$ cat config.mk
export PLATFORM = sky130hd
export DESIGN_NAME = spi_master_ctrl
export DESIGN_NICKNAME = d
export VERILOG_FILES = /design/src/rtl/spi_pkg.sv /design/src/rtl/spi_clk_div.sv /design/src/rtl/spi_master_ctrl.sv
export SDC_FILE = /design/constraint.sdc
export NUM_CORES = 1
export LEC_CHECK = 0
export BUFFER_PORTS_ARGS = -buffer_cell sky130_fd_sc_hd__clkbuf_2
export CELL_PAD_IN_SITES_DETAIL_PLACEMENT = 0
export CELL_PAD_IN_SITES_GLOBAL_PLACEMENT = 1
export CORE_MARGIN = 10
export CORE_UTILIZATION = 49
export DETAILED_ROUTE_END_ITERATION = 10
export PLACE_DENSITY = 0.88
export SYNTH_ARGS = -nofsm -noshare
export SYNTH_HDL_FRONTEND = slang
export SYNTH_HIERARCHICAL = 1
export SYNTH_SLANG_ARGS = --single-unit
$ cat constraint.sdc
create_clock -name i_clk -period 6.6 [get_ports i_clk]
set_input_delay 0.66 -clock i_clk [delete_from_list [all_inputs] [get_ports i_clk]]
set_output_delay 0.66 -clock i_clk [all_outputs]
set_load 0.02 [all_outputs]
$ cat src/rtl/spi_pkg.sv
// Shared types and constants for the SPI master: FSM state encoding and
// the four clock modes packed as {cpol, cpha}.
package spi_pkg;

  typedef enum logic [2:0] {
    IDLE,
    LEAD,
    XFER,
    TRAIL,
    GAP
  } spi_state_e;

  localparam logic [1:0] SPI_MODE0 = 2'b00;
  localparam logic [1:0] SPI_MODE1 = 2'b01;
  localparam logic [1:0] SPI_MODE2 = 2'b10;
  localparam logic [1:0] SPI_MODE3 = 2'b11;

endpackage

$ cat src/rtl/spi_clk_div.sv
// Half-period timer for the SPI master: down-counter that ticks once every
// i_div+1 cycles while enabled and restarts from i_div when enable rises.
module spi_clk_div #(
  parameter int DIV_W = 8
) (
  input  logic             i_clk,
  input  logic             i_rst_n,
  input  logic             i_en,
  input  logic [DIV_W-1:0] i_div,
  output logic             o_tick
);

  logic [DIV_W-1:0] cnt;
  logic             en_d;

  always_ff @(posedge i_clk or negedge i_rst_n) begin
    if (!i_rst_n) begin
      cnt  <= '0;
      en_d <= 1'b0;
    end else begin
      en_d <= i_en;
      if (i_en && !en_d) begin
        cnt <= i_div;
      end else if (i_en) begin
        cnt <= (cnt == '0) ? i_div : cnt - 1'b1;
      end
    end
  end

  // en_d gates the tick so the first window after a restart is a full H cycles
  assign o_tick = en_d && (cnt == '0);

endmodule

$ cat src/rtl/spi_master_ctrl.sv
// SPI master transfer engine: programmable SCK divider, CPOL/CPHA modes,
// MSB/LSB-first frames and decoded chip selects behind a start/busy/done handshake.
//
// state | meaning
// IDLE  | CS high, SCK follows i_cpol, waiting for i_start
// LEAD  | CS low, first MOSI bit set up for one half-period
// XFER  | 2*DATA_W SCK edges, one per half-period tick
// TRAIL | SCK back at CPOL, CS still low for one half-period
// GAP   | CS high, done pulse on entry, busy held for one half-period
module spi_master_ctrl #(
  parameter int DATA_W = 8,
  parameter int NUM_CS = 4,
  parameter int DIV_W  = 8,
  parameter int CS_W   = (NUM_CS > 1) ? $clog2(NUM_CS) : 1
) (
  input  logic              i_clk,
  input  logic              i_rst_n,
  input  logic              i_start,
  input  logic [DATA_W-1:0] i_data,
  input  logic [CS_W-1:0]   i_cs_sel,
  input  logic              i_cpol,
  input  logic              i_cpha,
  input  logic              i_lsb_first,
  input  logic [DIV_W-1:0]  i_div,
  input  logic              i_miso,
  output logic              o_busy,
  output logic              o_done,
  output logic [DATA_W-1:0] o_data,
  output logic              o_sck,
  output logic              o_mosi,
  output logic [NUM_CS-1:0] o_cs_n
);

  import spi_pkg::*;

  localparam int EDGES = 2 * DATA_W;
  localparam int EC_W  = $clog2(2 * DATA_W + 1);

  spi_state_e state, nxt;

  logic              tick, accept, do_edge, enter_gap;
  logic              leading, last_edge, sample, shift_tx;
  logic [EC_W-1:0]   edge_cnt, edge_num;
  logic [EC_W-2:0]   tx_idx;
  logic [DATA_W-1:0] data_q, rx_q, tx_lsb, tx_msb;
  logic              cpol_q, cpha_q, lsb_q;
  logic [DIV_W-1:0]  div_q, div_src;
  logic              div_en;

  function automatic logic [NUM_CS-1:0] cs_decode(input logic [CS_W-1:0] sel);
    cs_decode = '1;
    for (int i = 0; i < NUM_CS; i++) begin
      if (int'(sel) == i) cs_decode[i] = 1'b0;
    end
  endfunction

  // The divider sees i_div directly in the accept cycle, the latched copy afterwards
  assign div_en  = (nxt != IDLE);
  assign div_src = (state == IDLE) ? i_div : div_q;

  spi_clk_div #(.DIV_W(DIV_W)) u_clk_div (
    .i_clk  (i_clk),
    .i_rst_n(i_rst_n),
    .i_en   (div_en),
    .i_div  (div_src),
    .o_tick (tick)
  );

  assign edge_num  = edge_cnt + 1'b1;
  assign leading   = edge_num[0];
  assign last_edge = (edge_cnt == EC_W'(EDGES - 1));
  assign tx_idx    = edge_num[EC_W-1:1];
  assign tx_lsb    = data_q >> tx_idx;
  assign tx_msb    = data_q << tx_idx;
  assign sample    = do_edge && (leading ^ cpha_q);
  assign shift_tx  = do_edge && (cpha_q ? leading : (!leading && !last_edge));
  assign o_busy    = (state != IDLE);

  always_ff @(posedge i_clk or negedge i_rst_n) begin
    if (!i_rst_n) state <= IDLE;
    else          state <= nxt;
  end

  always_comb begin
    nxt       = state;
    accept    = 1'b0;
    do_edge   = 1'b0;
    enter_gap = 1'b0;
    case (state)
      IDLE: if (i_start) begin
        accept = 1'b1;
        nxt    = LEAD;
      end
      LEAD: if (tick) begin
        do_edge = 1'b1;
        nxt     = XFER;
      end
      XFER: if (tick) begin
        do_edge = 1'b1;
        if (last_edge) nxt = TRAIL;
      end
      TRAIL: if (tick) begin
        enter_gap = 1'b1;
        nxt       = GAP;
      end
      GAP: if (tick) nxt = IDLE;
      default: nxt = IDLE;
    endcase
  end

  always_ff @(posedge i_clk or negedge i_rst_n) begin
    if (!i_rst_n) begin
      o_done   <= 1'b0;
      o_data   <= '0;
      o_sck    <= 1'b0;
      o_mosi   <= 1'b0;
      o_cs_n   <= '1;
      data_q   <= '0;
      rx_q     <= '0;
      edge_cnt <= '0;
      cpol_q   <= 1'b0;
      cpha_q   <= 1'b0;
      lsb_q    <= 1'b0;
      div_q    <= '0;
    end else begin
      o_done <= enter_gap;
      if (state == IDLE) begin
        o_sck <= i_cpol;
        if (accept) begin
          data_q   <= i_data;
          cpol_q   <= i_cpol;
          cpha_q   <= i_cpha;
          lsb_q    <= i_lsb_first;
          div_q    <= i_div;
          o_cs_n   <= cs_decode(i_cs_sel);
          o_mosi   <= i_lsb_first ? i_data[0] : i_data[DATA_W-1];
          edge_cnt <= '0;
          rx_q     <= '0;
        end else begin
          o_cs_n <= '1;
          o_mosi <= 1'b0;
        end
      end
      if (do_edge) begin
        o_sck    <= ~o_sck;
        edge_cnt <= edge_num;
      end
      if (sample) begin
        rx_q <= lsb_q ? {i_miso, rx_q[DATA_W-1:1]} : {rx_q[DATA_W-2:0], i_miso};
      end
      if (shift_tx) begin
        o_mosi <= lsb_q ? tx_lsb[0] : tx_msb[DATA_W-1];
      end
      if (enter_gap) begin
        o_cs_n <= '1;
        o_data <= rx_q;
        o_sck  <= cpol_q;
      end
    end
  end

endmodule
==> out/summary.txt, run 1 <==
share of the core filled with cells = 0.5849
Seq/Total Area, Yosys = 0.4927
initial antenna violation count = 0
crit share post-route = 0.6327
Async SR Flop Fraction = 1.000
power per cell area = 223.5 nW/um^2
minimum clock period after layout = 4.176 ns
area of the multi-input gates = 1416 sq um
Lkg Pwr = 1.663 nW
Die Height = 98.33 um
DRC errors left = 0
Final Hold Viols = 0
worst rel slew slack = 0.4875
CTS sink cnt = 59
core area = 5956 sq um
RSZ-0062 raised after global routing = false
Initial Util = 0.5048
synthesis-stage register bit count = 59
Max-Cap Viols = 0
Worst setup SP type = flip-flop
number of global-route vias before repair = 2203
starting DRC count in detailed routing = 81
Post-CTS Hold Fix Bufs = 0
ys flop type = dfrtp_1
Final Skew = 0.007621 ns
Net Count, Synth = 299
HPWL after DPL = 4.174 mm
GR Util met2 = 0.2194
I/O pin count = 41
cell area after synthesis = 3007 sq um
Final Worst Setup Slack = 2.424 ns
RePlAce Congestion = 0.8210
run status = complete, no violations
R2R Path End = u_clk_div/cnt[6]$_DFFE_PN0P_
post-cts sizing count = 0
CTS clk-pin slew, worst paths = 0.07 ns
vias = 2132
wire length per cell = 15.49 um
Worst R2R Path Depth = 12
Post-DRT Antenna Nets = 0
fillers = 533
Vias/cell = 5.467
Max clock buf depth = 2
htree depth = 3
Layout Nets = 339
Die Footprint = 9669 sq um
largest fanout on the critical path = 17
Skew-Pair Late Insertion Delay = 0.34 ns
n_diodes = 0
CTS Root Cell = clkbuf_8
Worst EP arrival = 4.40 ns
Post-Route Setup TNS = 0 ns
PortBufs = 40
RR Startpoint = u_clk_div/cnt[0]$_DFFE_PN0P_
EDFF count, synth = 0
Synth Warn # = 6
ratio of cells with drive above 1 in the final layout = 0.3175
R2R Setup Slk = 2.42 ns
Worst EP required = 6.82 ns
max frequency = 0.2395 GHz
Tightest Pin Transition = 0.7688 ns
largest net degree at the start of global routing = 60
CTS tree = built
Detailed Routing Iterations Pass 1 = 4
# setup viols final = 0
register area = 1481 sq um
Post-Synthesis Cells = 270
HP Class = input pin to async pin
Final Slew Violations = 0
Routed WL = 6.043 mm
met1 Usage GRT = 0.1399
first-pass GRT wire length = 10.23 mm
grt ovf = 0
GRT Util Overall = 0.1262
Setup CP Type = flip-flop to flip-flop
Num CTS Buffers = 9
Synth cell types = 53
met3 Use GR = 0.03101
die width = 98.33 um
Max VDD drop = 0.1668 mV
postcts setup bufs = 0
Avg Inst Size Synth = 11.14 sq um
CP endpoint kind = flip-flop
P&R area growth vs syn = 15.86%
Site Rows = 28
pre-CTS WS = 2.420 ns
Most Used Layer, Global Route = met2
-- synthesized netlist by cell type, types with 3 or more instances --
cell type	n	area, sq um
dfrtp_1	55	1376
nand2_1	41	153.9
mux2_2	26	292.8
mux2i_1	22	220.2
inv_1	13	48.80
nor2_1	11	41.29
o21ai_0	10	50.05
a21oi_1	9	45.04
clkbuf_1	8	30.03
nor3_1	5	25.02
dfstp_2	4	105.1
ha_1	4	50.05
buf_2	3	15.01
mux4_2	3	67.56
nand3_1	3	15.01
nor3b_1	3	22.52
xor2_1	3	26.28
-- worst max path at each step --
stage	end	depth (start not counted)	startpoint	slack, ns
2_1_floorplan	u_clk_div/cnt[5]$_DFFE_PN0P_	13	u_clk_div/cnt[0]$_DFFE_PN0P_	3.54
3_3_place_gp	u_clk_div/cnt[6]$_DFFE_PN0P_	12	u_clk_div/cnt[0]$_DFFE_PN0P_	2.52
3_5_place_dp	u_clk_div/cnt[6]$_DFFE_PN0P_	12	u_clk_div/cnt[0]$_DFFE_PN0P_	2.42
4_1_cts	u_clk_div/cnt[6]$_DFFE_PN0P_	12	u_clk_div/cnt[0]$_DFFE_PN0P_	2.39
5_1_grt	u_clk_div/cnt[6]$_DFFE_PN0P_	12	u_clk_div/cnt[0]$_DFFE_PN0P_	2.00
6_report	u_clk_div/cnt[6]$_DFFE_PN0P_	12	u_clk_div/cnt[0]$_DFFE_PN0P_	2.42
-- kinds of logic after synthesis --
logic type | Yosys count | synth area share
compound gates | 39 | 0.08823
xor+xnor | 5 | 0.01457
fa+ha+maj | 4 | 0.01665
buf+inv | 26 | 0.03620
flops | 59 | 0.4927
mux | 53 | 0.2106
simple gates | 84 | 0.1411
-- registers in the layout (all words and copies together), names as in the netlist --
register and count:
data_q 8, state 3, u_clk_div/cnt 8, o_mosi 1, rx_q 8, div_q 8
o_data 8, u_clk_div/en_d 1, edge_cnt 5, cpha_q 1, o_sck 1, o_cs_n 4
cpol_q 1, o_done 1, lsb_q 1
-- per-stage QoR --
stage,cell area [sq um],cells,hold WS (ns),power (mW)
floorplan,3007,270,0.3644,0.3921
global placement,3256,374,0.4676,0.4109
detailed placement,3256,374,0.4753,0.4120
CTS,3483,390,0.4914,0.7891
global route,3483,390,0.5181,0.8054
finish,3483,390,0.4678,0.7785
-- area by class of cell --
cell class                 count  area share
multi-input combinational    185      0.4066
timing repair buffer          42     0.06178
clock inverter                 4     0.02083
tap                           75     0.02694
sequential                    59      0.4253
clock buffer                  12     0.04454
inverter                      13     0.01401
-- cell usage in the layout, fill, tap and decap left out, types with 2 or more instances in the layout --
cell / n
bufinv_16: 2
xor2_1: 3
dfrtp_1: 55
nor3_1: 5
o2bb2ai_1: 2
xnor2_1: 2
nand3_1: 3
or4b_2: 2
mux2_2: 26
or3_1: 2
o21ai_0: 10
and3_1: 2
nor3b_1: 3
mux4_1: 2
o21ai_1: 2
nand2b_1: 2
buf_4: 2
clkbuf_8: 11
nand4_1: 2
a31oi_1: 2
ha_1: 4
nor2_1: 11
mux2i_1: 22
clkbuf_2: 40
inv_1: 13
nand2_1: 41
dfstp_2: 4
a21oi_1: 9
a22oi_1: 2
mux4_2: 3
-- power by group --
| part | switching, mW | total, mW | internal, mW | leakage (nW) |
|---|---|---|---|---|
| clock | 0.142 | 0.374 | 0.233 | 0.113 |
| combinational | 0.0154 | 0.0310 | 0.0156 | 0.818 |
| sequential | 0.00515 | 0.373 | 0.368 | 0.733 |
-- routing by layer --
metal / up-vias / share of wire
met5: - / 0
met4: 0 / 0.0096
met3: 7 / 0.038
met2: 32 / 0.51
met1: 1052 / 0.44
li1: 1041 / -
-- worst max-delay path, cell delays in order (launching register included) --
cell and delay [ns]:
dfrtp_1 0.41, inv_1 0.11, ha_1 0.14, or4b_4 0.50
nor3_1 0.42, nor2b_1 0.23, nand3_1 0.48, nand2_1 0.22
or3_1 0.45, inv_1 0.26, o22ai_4 0.42, nor4_1 0.09
a311o_1 0.32
Note: power is estimated with default switching activity, not from simulation.
==> run 2: changes to the inputs <==
--- a/config.mk
+++ b/config.mk
@@ -9,9 +9,9 @@
 export CELL_PAD_IN_SITES_DETAIL_PLACEMENT = 0
 export CELL_PAD_IN_SITES_GLOBAL_PLACEMENT = 1
 export CORE_MARGIN = 10
-export CORE_UTILIZATION = 49
+export CORE_UTILIZATION = 45
 export DETAILED_ROUTE_END_ITERATION = 10
-export PLACE_DENSITY = 0.88
+export PLACE_DENSITY = 0.82
 export SYNTH_ARGS = -nofsm -noshare
 export SYNTH_HDL_FRONTEND = slang
 export SYNTH_HIERARCHICAL = 1
==> constraint.sdc (replaced) <==
create_clock -name i_clk -period 4.1 [get_ports i_clk]
set_input_delay 0.41 -clock i_clk [delete_from_list [all_inputs] [get_ports i_clk]]
set_output_delay 0.41 -clock i_clk [all_outputs]
set_load 0.02 [all_outputs]
==> out/summary.txt, run 2 (synthesis results as in run 1) <==
run status = complete, no violations (unchanged)
Detailed Routing Iterations Pass 1 = 4 (unchanged)
Tightest Pin Transition = 0.8121 ns (was 0.7688 ns)
n_diodes = 0 (unchanged)
GRT Util Overall = 0.1292 (was 0.1262)
Site Rows = 29 (was 28)
Die Height = 101.7 um (was 98.33 um)
die width = 101.7 um (was 98.33 um)
R2R Setup Slk = 0.66 ns (was 2.42 ns)
starting DRC count in detailed routing = 75 (was 81)
R2R Path End = u_clk_div/cnt[6]$_DFFE_PN0P_ (unchanged)
commonest non-fill, non-tap cell in the layout = dfrtp_1 (unchanged)
worst-path cell chain = inv_1 > ha_1 > or4b_4 > nor3_1 > nor2b_1 > nand3_1 > buf_4 > nand2_1 > or3_1 > inv_1 > o22ai_4 > nor4_1 > a311o_1 (was inv_1 > ha_1 > or4b_4 > nor3_1 > nor2b_1 > nand3_1 > nand2_1 > or3_1 > inv_1 > o22ai_4 > nor4_1 > a311o_1)
Setup CP Type = flip-flop to flip-flop (unchanged)
Initial Util = 0.4681 (was 0.5048)
I/O pin count = 41 (unchanged)
CTS sink cnt = 59 (unchanged)
CTS Root Cell = clkbuf_8 (unchanged)
Sw Share = 0.2389 (was 0.2083)
max frequency = 0.2908 GHz (was 0.2395 GHz)
Die Footprint = 10350 sq um (was 9669 sq um)
Logic pwr share = 0.045 (was 0.040)
pre-CTS WS = 0.6717 ns (was 2.420 ns)
minimum clock period after layout = 3.439 ns (was 4.176 ns)
PortBufs = 40 (unchanged)
largest net degree at the start of global routing = 33 (was 60)
Vias/cell = 5.520 (was 5.467)
Max VDD drop = 0.2122 mV (was 0.1668 mV)
ratio of cells with drive above 1 in the final layout = 0.3218 (was 0.3175)
Routed WL = 6.136 mm (was 6.043 mm)
wire length per cell = 15.57 um (was 15.49 um)
Critical Path Stages = 13 (was 12)
Power Internal = 0.8500 mW (was 0.6163 mW)
number of global-route vias before repair = 2267 (was 2203)
CP max-delay cell = or4b_4 (unchanged)
grt ovf = 0 (unchanged)
Skew-Pair Late Insertion Delay = 0.33 ns (was 0.34 ns)
Post-CTS Hold Fix Bufs = 0 (unchanged)
post-cts sizing count = 0 (unchanged)
Layout Nets = 341 (was 339)
CP peak stage delay = 0.51 ns (was 0.50 ns)
largest fanout on the critical path = 16 (was 17)
Final Slew Violations = 0 (unchanged)
NetSw = 0.2668 mW (was 0.1622 mW)
Worst setup SP type = flip-flop (unchanged)
RePlAce Congestion = 0.7933 (was 0.8210)
CTS tree = built (unchanged)
CP endpoint kind = flip-flop (unchanged)
first-pass GRT wire length = 10.76 mm (was 10.23 mm)
P&R area growth vs syn = 14.56% (was 15.86%)
worst rel slew slack = 0.4586 (was 0.4875)
HPWL after DPL = 4.409 mm (was 4.174 mm)
sequential power share = 0.538 (was 0.479)
Post-Route Setup TNS = 0 ns (unchanged)
CTS clk-pin slew, worst paths = 0.08 ns (was 0.07 ns)
commonest non-fill, non-tap cells in the layout = dfrtp_1, nand2_1, clkbuf_2 (unchanged)
postcts setup bufs = 0 (unchanged)
Critical Path Most Common Cell = inv_1 (unchanged)
Worst EP required = 4.31 ns (was 6.82 ns)
Critical Path Sink = u_clk_div/cnt[6]$_DFFE_PN0P_ (unchanged)
Worst EP arrival = 3.65 ns (was 4.40 ns)
htree depth = 3 (unchanged)
Max-Cap Viols = 0 (unchanged)
Max clock buf depth = 2 (unchanged)
Lkg Pwr = 1.644 nW (was 1.663 nW)
critical path's top delay family = simple AND/OR/NAND/NOR gates (unchanged)
Final Skew = 0.01184 ns (was 0.007621 ns)
DRC errors left = 0 (unchanged)
worst path buffer plus inverter count = 3 (was 2)
core area = 6422 sq um (was 5956 sq um)
clock power share = 0.417 (was 0.481)
initial antenna violation count = 0 (unchanged)
crit share post-route = 0.8388 (was 0.6327)
power per cell area = 324.2 nW/um^2 (was 223.5 nW/um^2)
Final Hold Viols = 0 (unchanged)
Worst R2R Path Depth = 13 (was 12)
# setup viols final = 0 (unchanged)
RR Startpoint = u_clk_div/cnt[0]$_DFFE_PN0P_ (unchanged)
Num CTS Buffers = 9 (unchanged)
Final Worst Setup Slack = 0.6607 ns (was 2.424 ns)
crit path from = u_clk_div/cnt[0]$_DFFE_PN0P_ (unchanged)
RSZ-0062 raised after global routing = false (unchanged)
vias = 2175 (was 2132)
HP Class = input pin to async pin (unchanged)
Post-DRT Antenna Nets = 0 (unchanged)
-- run 2: cell count changes in the layout (fill, tap and decap cells not counted) --
cell	before	now
bufinv_16	2	0
clkinvlp_4	1	2
buf_4	2	4
clkinv_2	1	3
clkbuf_8	11	10
-- run 2: worst min-delay path by stage --
stage / from / endpoint / slack (ns) / cells past startpoint
floorplan: i_rst_n / cpha_q$_DFFE_PN0P_ / 0.11 / 0
global placement: cpol_q$_DFFE_PN0P_ / cpol_q$_DFFE_PN0P_ / 0.47 / 2
detailed placement: cpol_q$_DFFE_PN0P_ / cpol_q$_DFFE_PN0P_ / 0.48 / 2
CTS: i_rst_n / o_mosi$_DFFE_PN0P_ / 0.19 / 1
global route: i_rst_n / div_q[0]$_DFFE_PN0P_ / 0.23 / 1
finish: i_rst_n / o_mosi$_DFFE_PN0P_ / 0.17 / 1
-- run 2: per-stage QoR --
step	instances	cell area, sq um	hold WS (ns)	utilization	power, mW
3_3_place_gp	378	3273	0.4679	0.5096	0.6619
4_1_cts	394	3445	0.1922	0.5363	1.128
5_1_grt	394	3445	0.2324	0.5363	1.165
6_report	394	3445	0.1656	0.5363	1.117
3_5_place_dp	378	3273	0.4834	0.5096	0.6640
2_1_floorplan	270	3007	0.1144	-	0.6311
-- run 2: layout make-up --
| type | instances | area (sq um) |
|---|---|---|
| clock buffer | 11 | 141.4 |
| multi-input combinational | 185 | 1416 |
| inverter | 13 | 48.80 |
| clock inverter | 5 | 30.03 |
| fill | 592 | 2978 |
| timing repair buffer | 44 | 230.2 |
| tap | 77 | 96.34 |
| sequential | 59 | 1481 |
-- run 2: power by group through the flow --
stage	Sequential, mW	Clock [mW]	Combinational (mW)
floorplan	0.608	0	0.0230
global placement	0.611	0	0.0511
detailed placement	0.612	0	0.0522
CTS	0.601	0.475	0.0521
global route	0.602	0.506	0.0573
finish	0.601	0.466	0.0501
-- run 2: worst reg2reg max path, delay by kind of cell (launching register included) --
kind	cells	cell delay, ns
adder cells (fa/ha/maj)	1	0.17
AO/OA/AOI/OAI	2	0.72
AND/OR/NAND/NOR	7	1.59
flip-flops	1	0.41
buffers and inverters	3	0.44
-- run 2: routing by layer --
layer  global-route usage  wire length [um]  up-vias
met1               0.1515              2683     1084
met3              0.03472               244        8
met5                    0                 0        -
met4              0.05171                53        0
met2               0.2197              3154       27
li1                     -                 -     1056
